`src/rtl/dense_argmax_if.sv`:
```
// dense_argmax_if
// Bundles the upstream score-vector handshake and the downstream result
// signals of dense_argmax.
//   valid_i  single-cycle strobe, data_i holds a full score vector
//   data_i   B packed signed scores, score k at [k*DATA_WIDTH +: DATA_WIDTH]
//   ready_o  pending slot empty (a vector offered now will be kept)
//   valid_o  single-cycle pulse, class_o/max_o carry a new result
//   class_o  index of the winning score
//   max_o    winning signed score
//   ovf_o    sticky flag, some vector was dropped
// Modports: slave = the argmax block, master = the upstream/downstream side.
interface dense_argmax_if #(
    parameter int B          = 7,
    parameter int DATA_WIDTH = 8,
    parameter int IDX_WIDTH  = $clog2(B)
);
    logic                    valid_i;
    logic [DATA_WIDTH*B-1:0] data_i;
    logic                    ready_o;
    logic                    valid_o;
    logic [IDX_WIDTH-1:0]    class_o;
    logic [DATA_WIDTH-1:0]   max_o;
    logic                    ovf_o;

    modport slave (
        input  valid_i, data_i,
        output ready_o, valid_o, class_o, max_o, ovf_o
    );

    modport master (
        output valid_i, data_i,
        input  ready_o, valid_o, class_o, max_o, ovf_o
    );
endinterface

```
`src/rtl/dense_argmax.sv`:
```
// dense_argmax
// Sequential argmax over a packed vector of B signed scores. One comparison
// per cycle; the result appears B-1 cycles after the vector is captured.
// A single pending slot absorbs one vector arriving while a scan runs;
// anything beyond that is dropped and recorded in the sticky ovf_o.
// Ports:
//   clk   rising-edge clock
//   rstn  asynchronous active-low reset
//   bus   dense_argmax_if.slave (valid_i/data_i in, ready_o/valid_o/
//         class_o/max_o/ovf_o out)
module dense_argmax #(
    parameter int B          = 7,
    parameter int DATA_WIDTH = 8,
    parameter int IDX_WIDTH  = $clog2(B)
) (
    input  logic         clk,
    input  logic         rstn,
    dense_argmax_if.slave bus
);
    localparam logic [0:0] ST_IDLE = 1'b0;
    localparam logic [0:0] ST_SCAN = 1'b1;

    localparam logic [IDX_WIDTH-1:0] LAST_IDX = IDX_WIDTH'(B - 1);

    logic [0:0]                   state_reg;
    logic [DATA_WIDTH*B-1:0]      work_reg;
    logic [DATA_WIDTH*B-1:0]      pending_reg;
    logic                         pending_full_reg;
    logic signed [DATA_WIDTH-1:0] best_val_reg;
    logic [IDX_WIDTH-1:0]         best_idx_reg;
    logic [IDX_WIDTH-1:0]         scan_idx_reg;
    logic                         valid_reg;
    logic [IDX_WIDTH-1:0]         class_reg;
    logic signed [DATA_WIDTH-1:0] max_reg;
    logic                         ovf_reg;

    // Unpacked view of the work vector so the scan can index by score.
    logic signed [DATA_WIDTH-1:0] work_score [B];

    genvar gi;
    generate
        for (gi = 0; gi < B; gi++) begin : g_unpack
            assign work_score[gi] = $signed(work_reg[gi*DATA_WIDTH +: DATA_WIDTH]);
        end
    endgenerate

    logic signed [DATA_WIDTH-1:0] cur_score;
    logic                         take_cur;
    logic                         last_step;
    logic signed [DATA_WIDTH-1:0] best_val_next;
    logic [IDX_WIDTH-1:0]         best_idx_next;
    logic                         load_en;
    logic [DATA_WIDTH*B-1:0]      load_vec;

    always_comb begin
        cur_score = work_score[scan_idx_reg];
        // Strict compare keeps the lowest index on ties.
        take_cur  = (cur_score > best_val_reg);
        last_step = (state_reg == ST_SCAN) && (scan_idx_reg == LAST_IDX);
        best_val_next = take_cur ? cur_score    : best_val_reg;
        best_idx_next = take_cur ? scan_idx_reg : best_idx_reg;

        // A new scan starts from IDLE on valid_i, or back-to-back at the end
        // of a scan: the pending vector has priority over a fresh one.
        load_en  = 1'b0;
        load_vec = bus.data_i;
        if (state_reg == ST_IDLE) begin
            load_en = bus.valid_i;
        end else if (last_step) begin
            if (pending_full_reg) begin
                load_en  = 1'b1;
                load_vec = pending_reg;
            end else begin
                load_en = bus.valid_i;
            end
        end
    end

    always_ff @(posedge clk or negedge rstn) begin
        if (!rstn) begin
            state_reg        <= ST_IDLE;
            work_reg         <= '0;
            pending_reg      <= '0;
            pending_full_reg <= 1'b0;
            best_val_reg     <= '0;
            best_idx_reg     <= '0;
            scan_idx_reg     <= '0;
            valid_reg        <= 1'b0;
            class_reg        <= '0;
            max_reg          <= '0;
            ovf_reg          <= 1'b0;
        end else begin
            valid_reg <= 1'b0;

            if (last_step) begin
                class_reg <= best_idx_next;
                max_reg   <= best_val_next;
                valid_reg <= 1'b1;
            end

            if (load_en) begin
                state_reg    <= ST_SCAN;
                work_reg     <= load_vec;
                best_val_reg <= $signed(load_vec[DATA_WIDTH-1:0]);
                best_idx_reg <= '0;
                scan_idx_reg <= IDX_WIDTH'(1);
            end else if (last_step) begin
                state_reg <= ST_IDLE;
            end else if (state_reg == ST_SCAN) begin
                best_val_reg <= best_val_next;
                best_idx_reg <= best_idx_next;
                scan_idx_reg <= scan_idx_reg + 1'b1;
            end

            // Pending slot: only relevant while scanning. On the last step a
            // full slot drains into work and may be refilled in the same edge.
            if (state_reg == ST_SCAN && bus.valid_i) begin
                if (last_step) begin
                    if (pending_full_reg) begin
                        pending_reg <= bus.data_i;
                    end
                end else if (pending_full_reg) begin
                    ovf_reg <= 1'b1;
                end else begin
                    pending_reg      <= bus.data_i;
                    pending_full_reg <= 1'b1;
                end
            end else if (last_step && pending_full_reg) begin
                pending_full_reg <= 1'b0;
            end
        end
    end

    assign bus.ready_o = ~pending_full_reg;
    assign bus.valid_o = valid_reg;
    assign bus.class_o = class_reg;
    assign bus.max_o   = max_reg;
    assign bus.ovf_o   = ovf_reg;
endmodule

```
`src/flat_wrapper.sv`:
```
// flat-port wrapper written by rule: the top's interface ports become plain ports
module dense_argmax_flat 
#(
    parameter int B          = 7,
    parameter int DATA_WIDTH = 8,
    parameter int IDX_WIDTH  = $clog2(B)
)
  (clk, rstn, bus_valid_i, bus_data_i, bus_ready_o, bus_valid_o, bus_class_o, bus_max_o, bus_ovf_o);
  dense_argmax_if #(.B(B), .DATA_WIDTH(DATA_WIDTH), .IDX_WIDTH(IDX_WIDTH)) bus_i ();
  input  logic clk;
  input  logic rstn;
  input wire logic [$bits(bus_i.valid_i)-1:0] bus_valid_i;
  input wire logic [$bits(bus_i.data_i)-1:0] bus_data_i;
  output wire logic [$bits(bus_i.ready_o)-1:0] bus_ready_o;
  output wire logic [$bits(bus_i.valid_o)-1:0] bus_valid_o;
  output wire logic [$bits(bus_i.class_o)-1:0] bus_class_o;
  output wire logic [$bits(bus_i.max_o)-1:0] bus_max_o;
  output wire logic [$bits(bus_i.ovf_o)-1:0] bus_ovf_o;
  assign bus_i.valid_i = bus_valid_i;
  assign bus_i.data_i = bus_data_i;
  assign bus_ready_o = bus_i.ready_o;
  assign bus_valid_o = bus_i.valid_o;
  assign bus_class_o = bus_i.class_o;
  assign bus_max_o = bus_i.max_o;
  assign bus_ovf_o = bus_i.ovf_o;
  dense_argmax #(.B(B), .DATA_WIDTH(DATA_WIDTH), .IDX_WIDTH(IDX_WIDTH)) u_core (.clk(clk), .rstn(rstn), .bus(bus_i));
endmodule
```
`config.mk`:
```
export PLATFORM = sky130hd
export DESIGN_NAME = dense_argmax_flat
export DESIGN_NICKNAME = d
export VERILOG_FILES = /design/src/rtl/dense_argmax_if.sv /design/src/rtl/dense_argmax.sv /design/src/flat_wrapper.sv
export SDC_FILE = /design/constraint.sdc
export NUM_CORES = 1
export LEC_CHECK = 0
export BUFFER_PORTS_ARGS = -buffer_cell sky130_fd_sc_hd__buf_4
export CAP_MARGIN = 15
export CORE_MARGIN = 2
export CORE_UTILIZATION = 59
export DETAILED_ROUTE_END_ITERATION = 12
export PLACE_DENSITY_LB_ADDON = 0.2
export SYNTH_ARGS = -nofsm -noshare
export SYNTH_HDL_FRONTEND = slang
export SYNTH_SLANG_ARGS = --single-unit
export TNS_END_PERCENT = 20
```
`constraint.sdc`:
```
create_clock -name clk -period 3.6 [get_ports clk]
set_input_delay 0.18 -clock clk [delete_from_list [all_inputs] [get_ports clk]]
set_output_delay 0.18 -clock clk [all_outputs]
set_load 0.05 [all_outputs]
```
==> results by group <==
Run status
  • Status: finished with violations
  • Failing checks: DRC

Critical path
  • CP Data Required Time: 3.91 ns
  • Crit. End Element: flop
  • Worst Setup SP: u_core.scan_idx_reg[2]
  • Reg-to-reg endpoint: u_core.best_idx_reg[0]
  • Crit path cell chain: nand2b_1 > o22ai_1 > nor3_1 > inv_1 > ha_1 > nand4_1 > o221ai_1 > buf_4 > nand2_1 > a32o_1
  • R2R depth: 10
  • Worst-path fanout max: 13
  • CP Depth: 10
  • WP data arrival: 3.63 ns
  • Family with the most delay on the worst path: simple AND/OR/NAND/NOR gates
  • R2r startpoint: u_core.scan_idx_reg[2]
  • Startpoint types: flop
  • Crit path kind: reg2reg
  • Largest stage delay, worst path: 0.63 ns
  • Setup crit end: u_core.best_idx_reg[0]
  • Critical path's slowest cell: dfrtp_1
  • R2R Setup Slk: 0.28 ns
  • Worst path bufs/invs: 2

Route
  • Via count: 5206
  • Drt initial violations: 347
  • Final WL: 16860 um
  • DRT antenna net count: 0
  • Routed vias/inst: 5.849
  • Drt first pass iters: 9
  • Routed len/inst: 18.94 um
  • DRC: 5

Global route
  • First-pass GRT wire length: 27950 um
  • Largest net degree at the start of global routing: 94
  • Vias in the first global route: 5398
  • GR Overflow Total: 0
  • Initial antenna violation count: 0
  • GRT Total Usage: 28.34%

CTS
  • Root Driver: clkbuf_16
  • Deepest clock path buffer count: 2
  • Clock sinks: 141
  • Clock transition at path regs: 0.06 ns
  • H-tree Lvls: 4
  • CTS tree: yes
  • Clock latency on the worst-skew pair: 0.43 ns
  • Number of CTS-inserted buffers: 17

Synth
  • Netlist cell types: 39
  • Post-synth top area share: 50.14%
  • #FFs+latches synth: 141
  • Synth top area cells: dfrtp_1, mux2_4, mux2i_1, mux2_2, nand2_1
  • Syn nets: 689
  • Cell count after synthesis: 620
  • Syn. warnings: 0
  • Post-synthesis cell area: 7037 um^2
  • Post-synth top cells: dfrtp_1, nand2_1, o21ai_0
  • Ys async rst share: 100.0%
  • EDFF count, synth: 0
  • Post-synth top area cell: dfrtp_1
  • Syn_area_per_cell: 11.35 um^2
  • Main flop type after synthesis: dfrtp_1
  • Proportion of synthesized chip area in sequential cells: 50.14%
  • Top-count cell post-synth: dfrtp_1

Floorplanning
  • # rows: 39
  • DIE WIDTH: 113.2 um
  • Initial Util: 61.10%
  • Total Die Area: 12820 um^2
  • Die height: 113.2 um
  • Io pins: 73
  • CORE AREA: 11520 um^2

Layout
  • N_diodes: 0
  • Nets@finish: 803
  • Filler Cells Inserted: 744
  • FF+latch area: 3530 um^2
  • Area growth from synthesis to layout: 24.95%
  • Layout cell share with drive strength beyond 1: 27.84%
  • Multi-input gate area: 3171 um^2
  • Final Cell Area: 8792 um^2

Timing
  • Fin crit share: 92.26%
  • Measured slew at the worst slew-check pin: 1.012 ns
  • Final setup margin: 0.2788 ns
  • Final worst path period need: 3.321 ns
  • Clock Skew: 0.009330 ns
  • Max-slew headroom: 32.16%
  • Final setup fails: 0
  • Setup TNS: 0 ns
  • Max Freq: 301.1 MHz
  • RSZ-0062 raised after global routing: false
  • Hold WS: 0.01465 ns
  • Final Hold Viols: 0
  • Slew Viols, Final: 0

Placement
  • DP HPWL: 10860 um
  • Gp weighted congestion: 0.9294
  • Port bufs: 72
  • Placed standard-cell area: 7619 um^2
  • Pre-CTS setup slack: 0.1393 ns

Power
  • Max VDD drop: 0.6034 mV
  • LEAKAGE: 4.418 nW
  • Comb pwr share: 46.7%
  • Sequential Power Share: 32.9%
  • Clock share of power: 20.3%
  • Internal Power: 5.436 mW
  • Total power: 8.984 mW
  • Net Sw Frac: 39.49%
  • Power density over the cells: 1022 nW/um^2
  • Sw Pwr: 3.548 mW

Min path
  • Min-delay worst type: in2reg
  • Min-Delay Startpoint: bus_data_i[20]

Job
  • Max-Cap Viols: 0
power by group through the flow:
| stage | sequential (mW) | clock (mW) | combinational [mW] |
|---|---|---|---|
| 2_1_floorplan | 2.91 | 0 | 3.15 |
| 3_3_place_gp | 2.91 | 0 | 3.99 |
| 3_5_place_dp | 2.95 | 0 | 4.11 |
| 4_1_cts | 2.94 | 1.85 | 4.19 |
| 5_1_grt | 3.04 | 1.92 | 4.61 |
| 6_report | 2.96 | 1.83 | 4.20 |
cell families (layout without fill, tap and decap cells):
kind of cell	count (synthesis)	in the layout	synth area share (%)
compound gates	144	144	12.94
flops	141	141	50.14
simple gates	140	140	9.353
mux	122	122	20.79
buf+inv	63	190	4.997
fa+ha+maj	10	10	1.778
layout by cell type (no fill, tap or decap), types with 2 or more instances in the layout:
master | netlist | layout
nand3_1 | 21 | 20
nor2b_1 | 10 | 10
clkinv_2 | 0 | 2
bufinv_16 | 0 | 3
o211ai_1 | 24 | 24
o22ai_1 | 8 | 8
a31o_2 | 2 | 2
nor3_2 | 6 | 6
a31oi_1 | 2 | 2
clkbuf_1 | 14 | 2
buf_12 | 1 | 2
nor2_1 | 5 | 5
mux2_1 | 2 | 2
mux2i_1 | 49 | 49
nand2b_1 | 2 | 2
o21ai_0 | 52 | 52
a21o_1 | 8 | 8
nand4_1 | 12 | 12
clkbuf_16 | 0 | 17
nor3_1 | 3 | 3
clkbuf_8 | 0 | 4
inv_1 | 16 | 16
mux2_2 | 31 | 31
dlygate4sd3_1 | 0 | 55
buf_4 | 1 | 84
dfrtp_1 | 141 | 140
a21oi_2 | 6 | 6
clkinvlp_4 | 0 | 2
mux2_4 | 40 | 40
a32o_1 | 3 | 3
nand2_1 | 79 | 79
a21oi_1 | 22 | 22
ha_1 | 10 | 10
a211oi_1 | 8 | 8
what timing repair did:
item / CTS / global route
resized for setup: 0 / 2
hold buffers: 55 / 0
endpoints found under the setup margin: 0 / 22
buffers inserted: 0 / 0
hold endpoints to repair: 145 / 0
per-layer routing:
metal | up-vias | part of all wire, % | global-route usage, %
met2 | 154 | 48 | 44.79
met3 | 29 | 5.1 | 6.267
li1 | 2451 | - | -
met5 | - | 0 | 0
met4 | 0 | 2.2 | 10.41
met1 | 2572 | 45 | 38.84
worst min path at each step:
| stage | to | slack [ns] | cells past startpoint |
|---|---|---|---|
| after CTS | u_core.pending_reg[20] | 0.002 | 2 |
| after global routing | u_core.pending_reg[20] | 0.01 | 2 |
| after detailed placement | u_core.pending_reg[44] | 0.33 | 1 |
| final | u_core.pending_reg[20] | 0.01 | 2 |
| after global placement | u_core.pending_reg[44] | 0.32 | 1 |
| after floorplan | u_core.best_idx_reg[0] | -0.12 | 0 |
final cells by class:
| type | count | area share, % |
|---|---|---|
| timing repair buffer | 142 | 14.02 |
| clock inverter | 9 | 1.508 |
| multi-input combinational | 416 | 36.06 |
| sequential | 141 | 40.15 |
| inverter | 16 | 0.6831 |
| clock buffer | 23 | 5.550 |
| tap | 143 | 2.035 |
through the flow:
step                      util [%]  std cells
after floorplan                  -        620
after global placement       66.16        803
after detailed placement     66.16        803
after CTS                    76.33        890
after global routing         76.35        890
final                        76.35        890
Note: power is estimated with default switching activity, not from simulation.
